==> config.mk <==
export PLATFORM = sky130hd
export DESIGN_NAME = ps2_frame_rx
export DESIGN_NICKNAME = d
export VERILOG_FILES = /design/src/rtl/ps2_pkg.sv /design/src/rtl/ps2_input_filter.sv /design/src/rtl/ps2_frame_rx.sv
export SDC_FILE = /design/constraint.sdc
export NUM_CORES = 1
export LEC_CHECK = 0
export CAP_MARGIN = 5
export CORE_MARGIN = 2
export CORE_UTILIZATION = 25
export DETAILED_ROUTE_END_ITERATION = 6
export GPL_TIMING_DRIVEN = 0
export PLACE_DENSITY_LB_ADDON = 0.2
export RECOVER_POWER = 25
export SLEW_MARGIN = 20
export SYNTH_ARGS = -nofsm -noshare
export SYNTH_HDL_FRONTEND = slang
export SYNTH_HIERARCHICAL = 1
export SYNTH_SLANG_ARGS = --single-unit
export TNS_END_PERCENT = 1
==> constraint.sdc <==
create_clock -name clk -period 2.3 [get_ports clk]
set_clock_uncertainty 0.1 [all_clocks]
set_input_delay 0.46 -clock clk [delete_from_list [all_inputs] [get_ports clk]]
set_output_delay 0.46 -clock clk [all_outputs]
set_load 0.01 [all_outputs]
==> src/rtl/ps2_pkg.sv <==
// Shared definitions for the PS/2 frame receiver: FSM states and scan-code prefixes.
package ps2_pkg;

    typedef enum logic [1:0] {
        ST_IDLE,
        ST_DATA,
        ST_PARITY,
        ST_STOP
    } ps2_state_t;

    localparam logic [7:0] PS2_EXT_PREFIX = 8'hE0;
    localparam logic [7:0] PS2_BRK_PREFIX = 8'hF0;

endpackage

==> src/rtl/ps2_input_filter.sv <==
// Two-flop synchronizer followed by a glitch filter for one raw PS/2 pin.
// The filtered level only follows the pin after FILTER_LEN equal samples.
module ps2_input_filter #(
    parameter int FILTER_LEN = 4
) (
    input  logic clk,
    input  logic reset_n,
    input  logic pin,
    output logic level
);

    localparam int CW = $clog2(FILTER_LEN + 1);

    logic          sync1;
    logic          sync2;
    logic [CW-1:0] run_cnt;

    // NOTE: everything resets to 1 so a released bus looks idle and no false edge is seen.
    always_ff @(posedge clk or negedge reset_n) begin
        if (!reset_n) begin
            sync1   <= 1'b1;
            sync2   <= 1'b1;
            level   <= 1'b1;
            run_cnt <= '0;
        end else begin
            sync1 <= pin;
            sync2 <= sync1;
            if (sync2 == level) begin
                run_cnt <= '0;
            end else if (run_cnt == CW'(FILTER_LEN - 1)) begin
                level   <= sync2;
                run_cnt <= '0;
            end else begin
                run_cnt <= run_cnt + 1'b1;
            end
        end
    end

endmodule

==> src/rtl/ps2_frame_rx.sv <==
// PS/2 device-to-host frame receiver: decodes 11-bit frames and folds E0/F0
// prefixes into the extended/key_release flags reported with each scan code.
module ps2_frame_rx
    import ps2_pkg::*;
#(
    parameter int FILTER_LEN     = 4,
    parameter int TIMEOUT_CYCLES = 50000
) (
    input  logic       clk,
    input  logic       reset_n,
    input  logic       ps2_clk,
    input  logic       ps2_data,
    output logic [7:0] scan_code,
    output logic       extended,
    output logic       key_release,
    output logic       got_code,
    output logic       frame_err
);

    localparam int TW = $clog2(TIMEOUT_CYCLES + 1);

    logic          clk_f;
    logic          data_f;
    logic          clk_prev;
    logic          fall;

    ps2_state_t    state_q,    state_d;
    logic [2:0]    bit_cnt_q,  bit_cnt_d;
    logic [7:0]    shift_q,    shift_d;
    logic          par_err_q,  par_err_d;
    logic          ext_q,      ext_d;
    logic          brk_q,      brk_d;
    logic [TW-1:0] tcnt_q,     tcnt_d;
    logic [7:0]    scan_d;
    logic          extended_d;
    logic          release_d;
    logic          got_d;
    logic          err_d;

    ps2_input_filter #(.FILTER_LEN(FILTER_LEN)) u_clk_filter (
        .clk     (clk),
        .reset_n (reset_n),
        .pin     (ps2_clk),
        .level   (clk_f)
    );

    ps2_input_filter #(.FILTER_LEN(FILTER_LEN)) u_data_filter (
        .clk     (clk),
        .reset_n (reset_n),
        .pin     (ps2_data),
        .level   (data_f)
    );

    assign fall = clk_prev & ~clk_f;

    // NOTE: every next-state value is defaulted first so no latches are inferred.
    always_comb begin
        state_d    = state_q;
        bit_cnt_d  = bit_cnt_q;
        shift_d    = shift_q;
        par_err_d  = par_err_q;
        ext_d      = ext_q;
        brk_d      = brk_q;
        tcnt_d     = tcnt_q;
        scan_d     = scan_code;
        extended_d = extended;
        release_d  = key_release;
        got_d      = 1'b0;
        err_d      = 1'b0;

        if (fall) begin
            tcnt_d = '0;
            unique case (state_q)
                ST_IDLE: begin
                    if (!data_f) begin
                        state_d   = ST_DATA;
                        bit_cnt_d = 3'd0;
                        par_err_d = 1'b0;
                    end
                end
                ST_DATA: begin
                    shift_d   = {data_f, shift_q[7:1]};
                    bit_cnt_d = bit_cnt_q + 3'd1;
                    if (bit_cnt_q == 3'd7) begin
                        state_d = ST_PARITY;
                    end
                end
                ST_PARITY: begin
                    par_err_d = ~(^{shift_q, data_f});
                    state_d   = ST_STOP;
                end
                ST_STOP: begin
                    state_d = ST_IDLE;
                    if (!data_f || par_err_q) begin
                        err_d = 1'b1;
                        ext_d = 1'b0;
                        brk_d = 1'b0;
                    end else if (shift_q == PS2_EXT_PREFIX) begin
                        ext_d = 1'b1;
                    end else if (shift_q == PS2_BRK_PREFIX) begin
                        brk_d = 1'b1;
                    end else begin
                        scan_d     = shift_q;
                        extended_d = ext_q;
                        release_d  = brk_q;
                        got_d      = 1'b1;
                        ext_d      = 1'b0;
                        brk_d      = 1'b0;
                    end
                end
                default: state_d = ST_IDLE;
            endcase
        end else if (state_q != ST_IDLE) begin
            // A stalled frame is abandoned; an edge in the same cycle takes priority above.
            if (tcnt_q == TW'(TIMEOUT_CYCLES - 1)) begin
                err_d   = 1'b1;
                ext_d   = 1'b0;
                brk_d   = 1'b0;
                state_d = ST_IDLE;
                tcnt_d  = '0;
            end else begin
                tcnt_d = tcnt_q + 1'b1;
            end
        end
    end

    // NOTE: sequential state uses non-blocking assignments only.
    always_ff @(posedge clk or negedge reset_n) begin
        if (!reset_n) begin
            clk_prev    <= 1'b1;
            state_q     <= ST_IDLE;
            bit_cnt_q   <= 3'd0;
            shift_q     <= 8'h00;
            par_err_q   <= 1'b0;
            ext_q       <= 1'b0;
            brk_q       <= 1'b0;
            tcnt_q      <= '0;
            scan_code   <= 8'h00;
            extended    <= 1'b0;
            key_release <= 1'b0;
            got_code    <= 1'b0;
            frame_err   <= 1'b0;
        end else begin
            clk_prev    <= clk_f;
            state_q     <= state_d;
            bit_cnt_q   <= bit_cnt_d;
            shift_q     <= shift_d;
            par_err_q   <= par_err_d;
            ext_q       <= ext_d;
            brk_q       <= brk_d;
            tcnt_q      <= tcnt_d;
            scan_code   <= scan_d;
            extended    <= extended_d;
            key_release <= release_d;
            got_code    <= got_d;
            frame_err   <= err_d;
        end
    end

endmodule

==> flow_summary.yaml <==
outcome:
  status: "finished, final reports clean"
die:
  floorplan.initialDensity_pct: 25.8
  die_area_um2: 11500
  chipHeight_um: 107
  design.core.area_um2: 10300
  dieWidth_um: 107
  num_rows: 37
  io_pins: 16
clock_tree:
  clk_pin_slew_ps: 70
  numClockSinks: 57
  cts-root-to-sink-buffers: 2
  post-cts-setup-buffer-count: 0
  numCtsBuffers: 9
  clk-insertion-delay-late_ps: 340
  hold_buffers: 1
  cts_resized: 0
  h-tree-depth: 3
  clk_root_buffer_cell: "sky130_fd_sc_hd__clkbuf_8"
  tritoncts: "done"
placed_design:
  post_dp_cell_area_um2: 3010
  gpl_wtd_cong: 0.747
  count_of_buffers_from_port_buffering: 15
  place_hpwl_um: 3410
routing:
  detail_route.wirelength_um: 4870
  via_count: 1748
  ant_nets: 0
  post_detailed_route_via_to_cell_ratio: 4.37
  detail_route.first_pass.iterations: 4
  route.detailed.wl_per_inst_um: 12.2
  first_iter_violations: 52
  drc_errors: 0
global_routing:
  grt_max_degree: 52
  vias_in_the_first_global_route: 1834
  grt-ovfl-total: 0
  grtUsageTotal_pct: 9.89
  grt_first_pass_wirelength_um: 8970
  antenna_found_initial: 0
synth:
  yosys.cell_types.count: 48
  area_share_of_and_or_nand_nor_cells_after_synthesis_pct: 17.4
  synth_top_area_share_pct: 46.9
  synth-seq-area-share_pct: 53.8
  syn-num-nets: 244
  mappedNetlistArea_um2: 2670
  compound_gate_fraction_of_synth_area_pct: 9.29
  ys_top_cells_by_area: "sky130_fd_sc_hd__dfrtp_1 (47%), sky130_fd_sc_hd__dfstp_2 (6.9%), sky130_fd_sc_hd__mux2_2 (5.9%)"
  synth_async_sr_flop_share_pct: 100
  synth.avg_cell_area_um2: 11.5
  synth_fa_ha_area_share_pct: 4.22
  synth_top_family_by_area: "simple AND/OR/NAND/NOR gates"
  yosys-mux-area-fraction_pct: 6.47
  ys_seq_elements: 57
  synth-xor-area-share_pct: 6.89
  synth-main-ff-cell: "sky130_fd_sc_hd__dfrtp_1"
  yosys_warnings: 6
  yosysTopAreaCell: "sky130_fd_sc_hd__dfrtp_1"
  count_of_flip_flops_with_a_built_in_enable_after_synthesis: 0
  syn-instance-count: 231
layout:
  final_area_um2: 3180
  finish.utilization_pct: 30.8
  final_common_cell: "sky130_fd_sc_hd__dfrtp_1"
  finalNetCount: 272
  areaGrowthSynthToFinish_pct: 19.2
  register_area_um2: 1440
  layout.cells.most_common_list: "sky130_fd_sc_hd__dfrtp_1 (50), sky130_fd_sc_hd__nand2_1 (20), sky130_fd_sc_hd__nor2_1 (16)"
  antenna_cells: 0
  area_of_the_multi_input_gates_um2: 1180
  post_route_cells_drive_above_1_share_pct: 20.1
  layout.filler_cells: 1083
power:
  powerDensity_nw_per_um2: 1130
  swShare_pct: 36.7
  power.total_mw: 3.61
  vdd_drop_max_uv: 353
  switchingPower_mw: 1.32
  static_leakage_nw: 1.33
  power.share.combinational_pct: 35.3
  share_clk_of_total_power_pct: 23.3
  internal_portion_of_total_power_mw: 2.28
  p_seq_share_pct: 41.4
timing:
  timing.max_slew.rel_slack_pct: 52.7
  tightestPinTransition_ps: 709
  period_minus_slack_ps: 2060
  timing.fmax_mhz: 486
  hold_viol: 0
  final-max-slew-violation-count: 0
  setup_repair_after_global_routing_missed_its_margin: "false"
  timing.final.crit_share_pct: 89.4
  finalSetupViolations: 0
critical_path:
  cp_cell_sequence: "nor2b_1, buf_2, nand2_1, o21ai_0, nor2_1, o32a_1"
  cp_num_buf_inv: 1
  startpoint_type: "flip-flop"
  critical-path-top-delay-family: "compound AO/OA/AOI/OAI gates"
  cp_data_arrival_time_ps: 2180
  worst_setup_startpoint: "clk_prev"
  max_fanout_on_critical_path: 10
  crit_reg_reg_startpoint: "clk_prev"
  cp_slowest_stage_delay_ps: 520
  crit_path_end_kind: "flip-flop"
  worst_endpoint_required_time_ps: 2420
  type_of_the_worst_setup_path: "flip-flop to flip-flop"
  timing.critical_path.slowest_stage_cell: "sky130_fd_sc_hd__dfstp_2"
min_path:
  min-delay-start: "u_data_filter/sync1"
  worst_hold_path_type: "flip-flop to flip-flop"
run:
  drv_cap: 0
[power groups by stage]
stage | combinational, mW | clock, mW | sequential [mW]
2_1_floorplan | 0.959 | 0 | 1.48
3_3_place_gp | 1.28 | 0 | 1.51
3_5_place_dp | 1.30 | 0 | 1.52
4_1_cts | 1.30 | 0.877 | 1.50
5_1_grt | 1.46 | 0.927 | 1.54
6_report | 1.27 | 0.839 | 1.49
[cell families (layout without fill, tap and decap cells)]
kind of cell / after synthesis / in the layout
and+or+nand+nor: 80 / 80
DFF: 57 / 57
AOI/OAI and AO/OA: 37 / 37
xor gates and xnor gates: 21 / 21
muxes: 15 / 15
buffers and inverters: 12 / 45
adders and majority gates: 9 / 9
[registers in the layout (all words and copies together), names as in the netlist, 2 cells and up]
signal	cells
tcnt_q	16
state_q	2
scan_code	8
u_clk_filter/run_cnt	3
shift_q	8
bit_cnt_q	3
u_data_filter/run_cnt	3
[Yosys cell counts, types with 3 or more instances]
library cell,instances
sky130_fd_sc_hd__mux2_2,14
sky130_fd_sc_hd__nor2_1,16
sky130_fd_sc_hd__xnor2_1,14
sky130_fd_sc_hd__nand3_1,7
sky130_fd_sc_hd__dfstp_2,7
sky130_fd_sc_hd__xor2_1,7
sky130_fd_sc_hd__a22o_1,3
sky130_fd_sc_hd__buf_2,3
sky130_fd_sc_hd__dfrtp_1,50
sky130_fd_sc_hd__inv_1,5
sky130_fd_sc_hd__nor3_1,3
sky130_fd_sc_hd__o21ai_0,15
sky130_fd_sc_hd__nor3b_1,3
sky130_fd_sc_hd__nand4_1,3
sky130_fd_sc_hd__nand2b_1,6
sky130_fd_sc_hd__nand4b_1,3
sky130_fd_sc_hd__ha_1,9
sky130_fd_sc_hd__nand2_1,20
sky130_fd_sc_hd__a21oi_1,6
[path summary, 6_finish.rpt]
| check | end | slack (ps) | cells past startpoint |
|---|---|---|---|
| min | u_data_filter/sync2 | 260 | 0 |
| max | state_q[0] | 240 | 6 |
| min reg2reg | u_data_filter/sync2 | 260 | 0 |
| max reg2reg | state_q[0] | 240 | 6 |
| max in group asynchronous | bit_cnt_q[1] | 570 | 3 |
| min in group asynchronous | scan_code[0] | 430 | 2 |
[metrics by stage]
stage / std cells / setup slack [ps] / setup TNS, ps / hold slack (ps)
after floorplan: 231 / 503 / 0 / 64.4
after CTS: 400 / 211 / 0 / 260
after global routing: 400 / 18.2 / 0 / 261
final: 400 / 244 / 0 / 258
after detailed placement: 383 / 223 / 0 / 189
after global placement: 382 / -1270 / -67150 / 247
[area by class of cell]
class,count,area share [%]
Sequential cell,57,45.1
Multi-Input combinational cell,162,37.1
Tap cell,136,5.35
Timing Repair Buffer,17,5.08
Clock buffer,9,3.90
Clock inverter,7,1.77
Buffer,6,0.945
Inverter,6,0.708
[layer usage]
layer | GRT usage [%] | wire length (µm) | up-vias
li1 | - | - | 874
met2 | 14.3 | 2170 | 30
met5 | 0 | 0 | -
met1 | 13.5 | 2430 | 836
met3 | 2.18 | 161 | 8
met4 | 5.84 | 103 | 0
Note: power is estimated with default switching activity, not from simulation.
